File: src/rtl/mac_acc_seq.sv
// mac_acc_seq: job sequencer for the four-lane MAC accumulator.
// Accepts one job (config word + beat count), drives the accumulator
// reset/enable for exactly that many beats, then returns the four lane
// results over a valid/ready handshake.
// Optional feature macro: MAC_ACC_SEQ_PERF_EN (RUN-cycle stall counter on perf_stall).
module mac_acc_seq #(
  parameter int unsigned MAC_CONF_WIDTH = 3,
  parameter int unsigned MAC_MIN_WIDTH  = 8,
  parameter int unsigned MAC_ACC_WIDTH  = 4 * MAC_MIN_WIDTH,
  parameter int unsigned CNT_WIDTH      = 16
) (
  input  logic                                    clk,
  input  logic                                    rst,
  input  logic                                    job_valid,
  output logic                                    job_ready,
  input  logic [4*MAC_ACC_WIDTH+MAC_CONF_WIDTH-1:0] job_cfg,
  input  logic [CNT_WIDTH-1:0]                    job_len,
  input  logic                                    in_valid,
  output logic                                    in_ready,
  output logic [4*MAC_ACC_WIDTH+MAC_CONF_WIDTH-1:0] acc_cfg,
  output logic                                    acc_rst,
  output logic                                    acc_en,
  input  logic [4*MAC_ACC_WIDTH-1:0]              acc_res,
  output logic                                    res_valid,
  input  logic                                    res_ready,
  output logic [4*MAC_ACC_WIDTH-1:0]              res_data,
  output logic                                    busy,
  output logic [CNT_WIDTH-1:0]                    perf_stall
);

  typedef enum logic [2:0] {
    IDLE   = 3'd0,
    LOAD   = 3'd1,
    RUN    = 3'd2,
    SETTLE = 3'd3,
    DONE   = 3'd4
  } state_t;

  state_t               state_q;
  state_t               state_d;
  logic [CNT_WIDTH-1:0] rem_q;
  logic                 job_take_c;
  logic                 beat_take_c;

  // State register; reset aborts any job straight back to IDLE.
  always_ff @(posedge clk) begin
    if (rst) begin
      state_q <= IDLE;
    end else begin
      state_q <= state_d;
    end
  end

  // Next-state and per-state handshake/accumulator control decode.
  always_comb begin
    state_d     = state_q;
    job_ready   = 1'b0;
    in_ready    = 1'b0;
    acc_en      = 1'b0;
    res_valid   = 1'b0;
    busy        = 1'b1;
    job_take_c  = 1'b0;
    beat_take_c = 1'b0;
    unique case (state_q)
      IDLE: begin
        job_ready  = 1'b1;
        busy       = 1'b0;
        job_take_c = job_valid;
        if (job_valid) state_d = LOAD;
      end
      LOAD: begin
        state_d = (rem_q == '0) ? SETTLE : RUN;
      end
      RUN: begin
        in_ready    = 1'b1;
        acc_en      = in_valid;
        beat_take_c = in_valid;
        if (in_valid && (rem_q == CNT_WIDTH'(1))) state_d = SETTLE;
      end
      SETTLE: begin
        state_d = DONE;
      end
      DONE: begin
        res_valid = 1'b1;
        if (res_ready) state_d = IDLE;
      end
      default: begin
        state_d = IDLE;
      end
    endcase
  end

  // Init-load pulse also fires on every reset cycle so an aborted job leaves a clean accumulator.
  assign acc_rst = rst | (state_q == LOAD);

  // Job capture, beat countdown and result capture at the end of SETTLE.
  always_ff @(posedge clk) begin
    if (rst) begin
      acc_cfg  <= '0;
      rem_q    <= '0;
      res_data <= '0;
    end else begin
      if (job_take_c) begin
        acc_cfg <= job_cfg;
        rem_q   <= job_len;
      end
      if (beat_take_c && (rem_q != '0)) begin
        rem_q <= rem_q - CNT_WIDTH'(1);
      end
      if (state_q == SETTLE) begin
        res_data <= acc_res;
      end
    end
  end

`ifdef MAC_ACC_SEQ_PERF_EN
  logic [CNT_WIDTH-1:0] stall_q;

  // Saturating count of RUN cycles with no product beat offered, summed across jobs.
  always_ff @(posedge clk) begin
    if (rst) begin
      stall_q <= '0;
    end else if ((state_q == RUN) && !in_valid && (stall_q != '1)) begin
      stall_q <= stall_q + CNT_WIDTH'(1);
    end
  end

  assign perf_stall = stall_q;
`else
  assign perf_stall = '0;
`endif

endmodule

File: config.mk
export PLATFORM = sky130hd
export DESIGN_NAME = mac_acc_seq
export DESIGN_NICKNAME = d
export VERILOG_FILES = /design/src/rtl/mac_acc_seq.sv
export SDC_FILE = /design/constraint.sdc
export NUM_CORES = 1
export LEC_CHECK = 0
export CAP_MARGIN = 15
export CORE_AREA = 3 3 218 220
export DETAILED_ROUTE_END_ITERATION = 12
export DIE_AREA = 0 0 221 223
export HOLD_SLACK_MARGIN = 0.12
export SYNTH_ARGS = -nofsm -noshare
export SYNTH_HDL_FRONTEND = slang
export SYNTH_SLANG_ARGS = --single-unit
File: constraint.sdc
create_clock -name clk -period 4.9 [get_ports clk]
set_input_delay 0.98 -clock clk [delete_from_list [all_inputs] [get_ports clk]]
set_output_delay 0.98 -clock clk [all_outputs]
set_load 0.02 [all_outputs]
== After elaboration in Yosys (flattened, before gate mapping) ==
Index checks and enable logic that the tools add are counted.

* Register bits: 278
* Word-level logic and storage cells: 34
* Bits of input ports: 280

* Bitwise logic cells: 1
* Add/subtract/negate cells: 1
* Multiplexer cells: 13
* Equality and inequality tests: 8
* Reduce and logical (&&, ||, !) cells: 7

{| class="wikitable"
|+ Operator list
! kind !! number
|-
| two-way mux 16 bit || 2
|-
| == test 16 x 1 -> 1 bit (second input constant) || 1
|-
| logical NOT 16 bit || 1
|-
| nonzero test 16 bit || 1
|-
| subtractor 16 x 1 -> 16 bit (second input constant) || 1
|-
| case mux 3 bit (5 select lines) || 1
|-
| two-way mux 3 bit || 3
|-
| two-way mux 1 bit || 7
|-
| == test 3 x 2 -> 1 bit (second input constant) || 2
|-
| != test 2 bit (second input constant) || 3
|-
| == test 3 x 1 -> 1 bit (second input constant) || 1
|-
| == test 3 bit (second input constant) || 1
|-
| logical NOT 3 bit || 1
|-
| AND reduction 3 bit || 1
|-
| logical AND 1 bit || 2
|-
| nonzero test 2 bit || 1
|-
| OR 1 bit || 1
|}

== Logic depth before layout (Yosys ltp) ==
Gate-level depths: netlist of run 1.

* Depth in word-level cells: 4
* Gate-level depth with buffers: 8

== Least setup slack after synthesis of run 1 ==
Ideal clock, no wire load.

* Path type: in2out
* Start point: input port rst
* End point: output port acc_rst
* Data arrival time: 1.628 ns
* Required time: 3.920 ns
* Stages on the path: 3
* Slack: 2.292 ns
* Cells stage by stage: buf_2 > clkbuf_1 > a21o_1

* Word-level cells in the longest chain between the ends: 1

{| class="wikitable"
|+ RTL lines
! item !! line !! source
|-
| from (decl) || 13 || <nowiki>input logic rst,</nowiki>
|-
| OR 1 bit || 94 || <nowiki>assign acc_rst = rst | (state_q == LOAD);</nowiki>
|-
| to (decl) || 21 || <nowiki>output logic acc_rst,</nowiki>
|}

No other way between the ends.

== Final worst setup path of run 1 ==
* Start point: input port in_valid
* End point: output port acc_en

* Word-level cells in the longest chain between the ends: 1

{| class="wikitable"
|+ RTL lines
! item !! line !! source
|-
| from (decl) || 18 || <nowiki>input logic in_valid,</nowiki>
|-
| two-way mux 1 bit || 64 || <nowiki>unique case (state_q)</nowiki>
|-
| to (decl) || 22 || <nowiki>output logic acc_en,</nowiki>
|}

No other way between the ends.

==> impl_metrics.py, run 1 <==
metrics = {
    "power_and_ir_drop": {
        "p_sw_share_pct": 30.2,
        "pwr-share-clk_pct": 36.9,
        "p_sw_mw": 2.12,
        "p_seq_share_pct": 37.6,
        "finalPower_mw": 7.04,
        "combPwrFrac_pct": 25.6,
        "ir_drop_mv": 0.349,
        "total_leakage_power_nw": 5.97,
        "cellPowerDensity_nw_per_um2": 410,
        "p_int_mw": 4.91,
    },
    "final_layout": {
        "diodes": 0,
        "stdcell_area_um2": 17200,
        "drive_gt1_share_pct": 4.22,
        "final_nets": 2059,
        "areaGrowthSynthToFinish_pct": 69.4,
        "fill_cells": 4705,
    },
    "timing": {
        "setup_viol": 0,
        "finalHoldViolCount": 0,
        "period_share_pct": 72.8,
        "clock_skew_ps": 18.7,
        "clock.fmax_mhz": 281,
        "slew_headroom_pct": 28.1,
        "setup_tns_ps": 0,
        "rsz0062_at_grt": "false",
        "final_max_slew_viol_count": 0,
        "fin_crit_ps": 3560,
        "tightest_slew_ps": 1080,
    },
    "cts": {
        "clkTransAtPathRegs_ps": 60,
        "cts-root-buf": "clkbuf_16",
        "cts_tree": "built",
        "clock-sinks": 278,
        "htree_levels": 2,
        "cts_buffer_depth": 3,
        "clk_latency_ps": 520,
        "cts_inserted_buffers": 34,
        "cts_setup_buffers": 0,
        "cts_hold_buf": 0,
        "post_cts_resized": 0,
    },
    "global_route": {
        "grt_antenna_before_repair": 0,
        "use_met3_pct": 3.89,
        "grt_pass1_wl_um": 58900,
        "use_met2_pct": 25.9,
        "grt_start_max_net_pins": 161,
        "busiest_layer": "met2",
        "grt_pass1_vias": 9852,
        "grt.total_usage_pct": 15.0,
        "grt_overflow": 0,
        "use_met1_pct": 17.9,
    },
    "min_path": {
        "worstHoldPathType": "reg2reg",
    },
    "floorplan": {
        "start_util_pct": 22.3,
        "die_y_um": 223,
        "chipWidth_um": 221,
        "pin_count": 561,
        "die_area_um2": 49300,
        "core_region_area_um2": 45500,
        "rows": 78,
    },
    "yosys": {
        "yosysSeqAreaShare_pct": 54.9,
        "synth_async_sr_flop_share_pct": 0,
        "synth_edf_count": 0,
        "netlist_area_um2": 10100,
        "synth_ff_type": "dfxtp_1",
        "netlist_instances": 1286,
        "synth.avg_cell_area_um2": 7.88,
        "yosys_warnings": 0,
        "synthDistinctLibCells": 54,
        "synth-seq-cells": 278,
    },
    "place": {
        "place_hpwl_um": 27700,
        "place.gp.congestion": 0.822,
        "port_buffers": 544,
        "dpl-instance-area_um2": 16000,
    },
    "critical_path": {
        "crit_start": "in_valid",
        "crit_buf_inv": 2,
        "required_ps": 3920,
        "cp_top_family": "buffers and inverters",
        "r2r_start": "state_q[1]",
        "r2r_end": "acc_cfg[18]",
        "path_depth": 3,
        "regToRegSetupSlack_ps": 2500,
        "reg2regPathDepth": 5,
        "crit_end": "acc_en",
        "path_class": "in2out",
        "cp_cell_sequence": "clkdlybuf4s50_1 > and4bb_1 > clkdlybuf4s50_1",
        "slowest_stage": "clkdlybuf4s50_1",
        "start_kind": "input pin",
        "crit_path_frequent_cell": "clkdlybuf4s50_1",
        "cp-end-kind": "primary output",
        "crit_arrival_ps": 2580,
        "crit_fanout": 10,
        "max_stage_delay_ps": 680,
    },
    "route": {
        "wirelength_um": 39100,
        "ant_nets": 0,
        "drc": 0,
        "via_per_inst": 4.29,
        "vias": 10300,
        "initialDrtViolationCount": 545,
        "wl_per_cell_um": 16.3,
        "firstDrtPassIters": 5,
    },
    "status": {
        "status": "completed",
    },
    "job": {
        "max_cap_violations": 0,
    },
}
## final cells by class
| type | count | area, um^2 | share of cell area [%] |
|---|---|---|---|
| tap | 600 | 751 | 4.38 |
| inverter | 4 | 15.0 | 0.0875 |
| timing repair buffer | 551 | 5550 | 32.4 |
| multi-input combinational | 907 | 4110 | 24.0 |
| clock buffer | 52 | 1040 | 6.06 |
| sequential | 278 | 5570 | 32.4 |
| clock inverter | 8 | 124 | 0.722 |
## stage by stage
stage               util, %  setup slack (ps)  std cells  hold WS [ps]
floorplan                 -              2290       1301           461
global placement       35.2              1410       2340           441
detailed placement     35.2              1360       2340           446
CTS                    37.7              1350       2400           454
global route           37.7              1300       2400           467
finish                 37.7              1340       2400           451
## sequential cells by signal (all words and copies together) (netlist names)
name and count:
rem_q 16, acc_cfg 131, res_data 128, state_q 3
## cells by family (layout without fill, tap and decap cells)
family | count (synthesis) | after routing | synth area share [%]
simple gates | 584 | 584 | 23.2
compound gates | 299 | 299 | 15.7
flops | 278 | 278 | 54.9
buf+inv | 116 | 615 | 5.17
fa+ha+maj | 3 | 3 | 0.371
xor+xnor | 3 | 3 | 0.259
mux | 2 | 2 | 0.296
other cells | 1 | 16 | 0.0370
## cells in the final DEF, fill, tap and decap left out, types with 3 or more instances in the layout
cell             Yosys  final
buf_4               19      3
or3_1                3      3
clkdlybuf4s50_1      0    543
nand3_1             10     10
nor3_1               3      3
clkbuf_16            0     35
nand3b_1             3      3
clkbuf_1            75      7
nand2_1            530    529
dfxtp_1            278    278
bufinv_16            0      3
clkbuf_8             0     11
nand4_1              4      4
buf_12               0      4
xnor2_1              3      3
a31oi_1              4      4
conb_1               1     16
ha_1                 3      3
nor2_1              10     10
a21oi_1            272    272
inv_1                4      4
## synthesized netlist by cell type (2+ instances only)
cell / count / area share, %
xnor2_1: 3 / 0.26
a31oi_1: 4 / 0.25
ha_1: 3 / 0.37
a21oi_1: 272 / 13
nor3b_1: 2 / 0.15
inv_1: 4 / 0.15
and2_1: 2 / 0.12
nor4_4: 2 / 0.42
nand4_1: 4 / 0.25
mux2_4: 2 / 0.30
nor4_1: 2 / 0.12
a221oi_1: 2 / 0.17
nor3_1: 3 / 0.15
dfxtp_1: 278 / 55
nor2_1: 10 / 0.37
nand3_1: 10 / 0.49
buf_2: 14 / 0.69
nand2_1: 530 / 20
or3_1: 3 / 0.19
clkbuf_1: 75 / 2.8
nand3b_1: 3 / 0.22
buf_4: 19 / 1.4
o311ai_0: 2 / 0.17
a22oi_1: 2 / 0.15
a32oi_1: 2 / 0.17
o211ai_1: 2 / 0.15
buf_1: 4 / 0.15
## power groups by stage
stage | Sequential, mW | Clock [mW] | Combinational [mW]
3_3_place_gp | 2.68 | 0 | 1.80
2_1_floorplan | 2.91 | 0 | 0.733
4_1_cts | 2.64 | 2.69 | 1.82
6_report | 2.64 | 2.59 | 1.80
3_5_place_dp | 2.69 | 0 | 1.82
5_1_grt | 2.67 | 2.77 | 1.95
## worst register-to-register path, cell delays in order (launching register included)
cell,delay (ps)
dfxtp_1,640
nor2_1,180
nand2_4,810
buf_12,410
nand2_1,140
a21oi_1,140
## layer usage
metal	vias up	part of all wire, %
li1	5139	-
met1	4753	41
met2	334	50
met3	64	6.4
met4	0	2.9
met5	-	0
## how the worst min path moves through the flow
stage	slack [ps]	startpoint	endpoint	depth (start not counted)
after floorplan	460	rem_q[1]	rem_q[1]	2
after global placement	440	acc_cfg[51]	acc_cfg[51]	2
after CTS	450	res_data[77]	res_data[77]	2
after detailed placement	450	res_data[77]	res_data[77]	2
final	450	res_data[7]	res_data[7]	2
after global routing	470	acc_cfg[33]	acc_cfg[33]	2
Power figures use the tool's default switching activity.
==> inputs of run 2 (changes only) <==
- CORE_AREA: 3 3 218 220 -> 3 3 220 222
- DIE_AREA: 0 0 221 223 -> 0 0 223 225
- clock period: 4.9 -> 3.1 ns (I/O delays scaled with it)
==> run 2 against run 1 <==
Sequential share of layout area fell by 0.099 points. Core utilization fell by 0.76 points. Setup slack got worse by 1100 ps. Design area rose by 0.31%.
==> impl_metrics.py, run 2 (synthesized netlist as in run 1, its figures left out) <==
metrics = {
    "status": {
        "status": "completed",
    },
    "final_layout": {
        "largest_register_ffs": 131,
        "top_register": "acc_cfg",
        "top_regs": "acc_cfg (131), res_data (128), rem_q (16)",
        "final_cell_mix": "clkdlybuf4s50_1, nand2_1, dfxtp_1, a21oi_1, clkbuf_16",
        "fill_cells": 4801,
        "drive_gt1_share_pct": 4.75,
        "final_nets": 2072,
        "final_common_cell": "clkdlybuf4s50_1",
        "areaGrowthSynthToFinish_pct": 69.9,
    },
    "cts": {
        "htree_levels": 2,
        "cts_hold_buf": 0,
        "cts_inserted_buffers": 34,
        "clkTransAtPathRegs_ps": 60,
        "cts_tree": "built",
        "cts_buffer_depth": 3,
        "clk_latency_ps": 530,
        "clock-sinks": 278,
        "cts-root-buf": "clkbuf_16",
        "post_cts_resized": 0,
        "cts_setup_buffers": 0,
    },
    "timing": {
        "slew_headroom_pct": 46.5,
        "finalHoldViolCount": 0,
        "setup_viol": 0,
        "fin_crit_ps": 2860,
        "clock.fmax_mhz": 350,
        "tightest_slew_ps": 803,
        "period_share_pct": 92.2,
        "clock_skew_ps": 12.2,
        "rsz0062_at_grt": "false",
        "final_max_slew_viol_count": 0,
        "setup_tns_ps": 0,
    },
    "critical_path": {
        "path_class": "reg2out",
        "crit_fanout": 10,
        "crit_buf_inv": 2,
        "crit_arrival_ps": 2240,
        "reg2regPathDepth": 6,
        "cp_cell_sequence": "or3_1 > inv_1 > clkdlybuf4s50_1",
        "regToRegSetupSlack_ps": 960,
        "max_stage_delay_ps": 700,
        "start_kind": "flop",
        "r2r_start": "state_q[1]",
        "cp-end-kind": "primary output",
        "cp_top_family": "buffers and inverters",
        "required_ps": 2480,
        "r2r_end": "rem_q[10]",
        "slowest_stage": "clkdlybuf4s50_1",
        "crit_start": "state_q[1]",
    },
    "route": {
        "vias": 10400,
        "drc": 0,
        "wirelength_um": 39900,
        "ant_nets": 0,
        "initialDrtViolationCount": 594,
        "firstDrtPassIters": 5,
        "via_per_inst": 4.29,
        "wl_per_cell_um": 16.5,
    },
    "floorplan": {
        "chipWidth_um": 223,
        "core_region_area_um2": 46600,
        "rows": 79,
        "start_util_pct": 21.8,
        "die_y_um": 225,
        "pin_count": 561,
        "die_area_um2": 50200,
    },
    "job": {
        "max_cap_violations": 0,
    },
    "power_and_ir_drop": {
        "finalPower_mw": 11.0,
        "ir_drop_mv": 0.487,
        "cellPowerDensity_nw_per_um2": 640,
        "total_leakage_power_nw": 6.02,
    },
    "place": {
        "port_buffers": 544,
        "place_hpwl_um": 28900,
        "place.gp.congestion": 0.862,
    },
    "min_path": {
        "worstHoldStart": "res_data[111]",
        "worstHoldPathType": "reg2reg",
        "min_path_cells": 2,
        "min_to": "res_data[111]",
    },
    "global_route": {
        "grt_overflow": 0,
        "grt_pass1_vias": 10000,
        "grt.total_usage_pct": 14.8,
        "grt_start_max_net_pins": 148,
        "grt_pass1_wl_um": 58900,
        "grt_antenna_before_repair": 0,
    },
}
==> run 2: worst reg2reg max path: stages, from the launching register on <==
cell and delay, ps:
dfxtp_1 680, and4bb_1 310, buf_4 180, nand2_1 80, a211o_2 340, o311ai_0 290, a21oi_1 110
==> run 2: area by class of cell <==
cell class                      count  area (um^2)  area share [%]
Clock inverter                      5         25.0           0.145
Antenna cell                        1         2.50          0.0145
Multi-Input combinational cell    907         4110            23.9
Timing Repair Buffer              564         5660            32.9
Sequential cell                   278         5570            32.3
Clock buffer                       54         1070            6.22
Inverter                            4         15.0          0.0872
Tap cell                          607          759            4.41
==> run 2: where the power goes <==
group          switching, mW  leakage [nW]  total (mW)  internal, mW
logic                   1.61          3.21        2.93          1.31
registers              0.248          2.26        4.19          3.94
clock network           1.54         0.544        3.89          2.36
total                   3.40          6.02        11.0          7.61
==> run 2: worst max-delay path by stage <==
stage / endpoint / cells past startpoint / slack, ps
after floorplan: acc_rst / 3 / 1210
after global placement: acc_en / 3 / 550
after detailed placement: acc_en / 3 / 530
after CTS: job_ready / 3 / 190
after global routing: job_ready / 3 / 100
final: job_ready / 3 / 240
==> run 2: metrics by stage <==
stage,hold WS (ps),std cells,worst slack [ps],utilization (%),instance area (um^2)
2_1_floorplan,461,1301,1210,-,10200
3_3_place_gp,441,2360,555,34.6,16100
3_5_place_dp,446,2360,533,34.6,16100
4_1_cts,453,2419,194,37.0,17200
5_1_grt,469,2419,100,37.0,17200
6_report,451,2420,243,37.0,17200
==> run 2: per-layer routing <==
metal,wire (um),global-route usage [%],share of wire (%),vias to the layer above
met5,0,0,0,-
met4,1150,5.35,2.9,0
met3,2720,4.21,6.8,65
met2,20000,25.5,50,324
met1,16100,17.7,40,4830
li1,-,-,-,5162
==> edit (flow settings as in run 2) <==
Register the input `job_cfg` before use. The logic sees it one clock later. The other inputs are not delayed to match.
--- a/src/rtl/mac_acc_seq.sv
+++ b/src/rtl/mac_acc_seq.sv
@@ -35,6 +35,12 @@
     SETTLE = 3'd3,
     DONE   = 3'd4
   } state_t;
+
+  logic [4*MAC_ACC_WIDTH+MAC_CONF_WIDTH-1:0] job_cfg_q;
+
+  always_ff @(posedge clk) begin
+    job_cfg_q <= job_cfg;
+  end
 
   state_t               state_q;
   state_t               state_d;
@@ -101,7 +107,7 @@
       res_data <= '0;
     end else begin
       if (job_take_c) begin
-        acc_cfg <= job_cfg;
+        acc_cfg <= job_cfg_q;
         rem_q   <= job_len;
       end
       if (beat_take_c && (rem_q != '0)) begin
Formal check against the unedited RTL: not equivalent (Yosys sat finds a counterexample within 4 cycles, from zero or initial values and one cycle with rst high).
==> edit against run 2 <==
Critical path depth unchanged. Routed wire length increased by 5.1%. Clock power increased by 38%. Sequential cell count increased by 131. Total power increased by 48%. Setup slack improved by 0.062 ns. Area after synthesis increased by 26%. Design area increased by 17%. Largest cell class is now sequential cells. Largest power group unchanged. Highest routed layer is now met5.
==> edit: results (changes against run 2) <==
* GR Util All Layers at 0.157 (+0.00859)
* Placed Cells incl. Taps at 2491 (+5.6%)
* Post-CTS setup buffer count at 0 (unchanged)
* Largest regs: acc_cfg (131), job_cfg_q (131), res_data (128)
* Register area share after synthesis at 0.643 (+0.0939)
* DR vias at 11352 (+9.4%)
* Num CTS Buffers at 44 (+29%)
* Mux share of post-synthesis cell area at 0 (-0.00296)
* Fraction of registers with async set/reset at 0 (unchanged)
* Port Buffers at 544 (unchanged)
* Crit path DAT at 2.17 ns (-0.07 ns)
* Final hold viol count at 0 (unchanged)
* Hold Crit Class: reg -> reg
* NumNets Final at 2213 (+6.8%)
* Largest net degree at the start of global routing at 205 (+39%)
* Diode count at 0 (-1)
* Layout area overhead at 58.6%
* Crit-path max cell delay at 0.75 ns (+0.05 ns)
* Post-synth top cells: nand2_1 (531), dfxtp_1 (409), a21oi_1 (269)
* H-tree levels at 2 (unchanged)
* Final Non-Filler Cells at 2570 (+6.2%)
* Complex-gate fraction of the synthesized area at 0.124 (-0.0327)
* Post-Synth Adder-Cell Area at 0.00295 (-0.000756)
* First-pass GRT wire length at 62700 um (+6.4%)
* Hpwl dp at 29400 um (+1.8%)
* Yosys warnings at 0 (unchanged)
* Netlist cell types at 50 (-7.4%)
* Clk slew on worst S/H paths at 0.06 ns (about the same)
* XOR/XNOR Fraction of Synth Area at 0.000688 (-0.00191)
* Initial DRC Count at 566 (-4.7%)
* Clock skew at 0.0188 ns (+0.00656 ns)
* Max clock buf depth at 3 (unchanged)
* Fill cell count at 4563 (-5.0%)
* DRT Pass-1 Iters at 5 (unchanged)
* DRT Wirelength at 42000 um (+5.1%)
* Final GP Congestion at 0.817 (-5.2%)
* Slowest stage cell, crit path: clkdlybuf4s50_1
* Fraction of layout cells with a size suffix above 1 at 0.0489 (+0.00144)
* Ranking of synthesized cells by area: dfxtp_1 (64%), nand2_1 (16%), a21oi_1 (11%), clkbuf_1 (2.6%), buf_4 (1.2%)
* # hold bufs at CTS at 0 (unchanged)
* Peak supply drop at 518 uV (+6.3%)
* Clock root cell: clkbuf_16
* Worst-path fanout max at 8 (-2)
* Avg Cell Area, Syn at 8.97 um2 (+14%)
* Cts repair resizes at 0 (unchanged)
* Antenna violations before repair at 3 (+3)
* Max_slew headroom at 0.154 (-0.310)
* P_leak at 0.00727 uW (+21%)
* Outcome: finished, final reports clean
* Worst skew pair latency at 0.56 ns (+0.03 ns)
edit: changes by cell type after synthesis, moves of 3 or more:
cell	change
or3_1	+4
buf_2	-13
nor3_1	+7
buf_1	-4
a21oi_1	-3
clkbuf_1	+13
nor2_1	-3
dfxtp_1	+131
edit: kinds of logic after synthesis:
group	count (synthesis)
flops	409
buf+inv	118
simple gates	589
xor+xnor	1
fa+ha+maj	3
other cells	1
compound gates	299
edit: final timing paths:
path	cells past startpoint	slack, ns	endpoint	from
min reg2reg	2	0.42	acc_cfg[115]	job_cfg_q[115]
max reg2reg	7	0.77	rem_q[6]	rem_q[0]
max	3	0.31	acc_rst	state_q[0]
min	2	0.42	acc_cfg[115]	job_cfg_q[115]
edit: final cells by class:
class	instances	area (um2)	area share
clock inverters	16	238	0.0118
repair buffers	560	5630	0.279
inverters	7	31.3	0.00155
multi-input cells	908	4090	0.202
well taps	607	759	0.0376
clock buffers	63	1250	0.0620
flip-flops and latches	409	8190	0.406
edit: through the flow:
stage | total power, uW | instance area (um2) | setup WS, ns
floorplan | 8870 | 12800 | 1.01
global placement | 11000 | 18700 | 0.567
detailed placement | 11000 | 18700 | 0.566
CTS | 16500 | 20200 | 0.227
global route | 17100 | 20200 | 0.128
finish | 16200 | 20200 | 0.305
edit: power by group:
| group | total, uW | internal, uW | leakage (uW) | switching [uW] |
|---|---|---|---|---|
| registers | 6360 | 5950 | 0.00337 | 418 |
| logic | 4520 | 1940 | 0.00318 | 2580 |
| clock network | 5360 | 3240 | 0.000721 | 2120 |
edit: metal layers:
layer | GRT usage | share of wire | up-vias
met5 | 0 | 0.00086 | -
met4 | 0.0523 | 0.029 | 6
met3 | 0.0698 | 0.11 | 83
met2 | 0.267 | 0.48 | 479
met1 | 0.175 | 0.38 | 5172
li1 | - | - | 5612
edit: critical path: cells and delay by family, from the launching register on:
kind / cells / cell delay (ns)
AO/OA/AOI/OAI: 1 / 0.15
buffers and inverters: 1 / 0.75
flip-flops: 1 / 0.53
AND/OR/NAND/NOR: 1 / 0.19
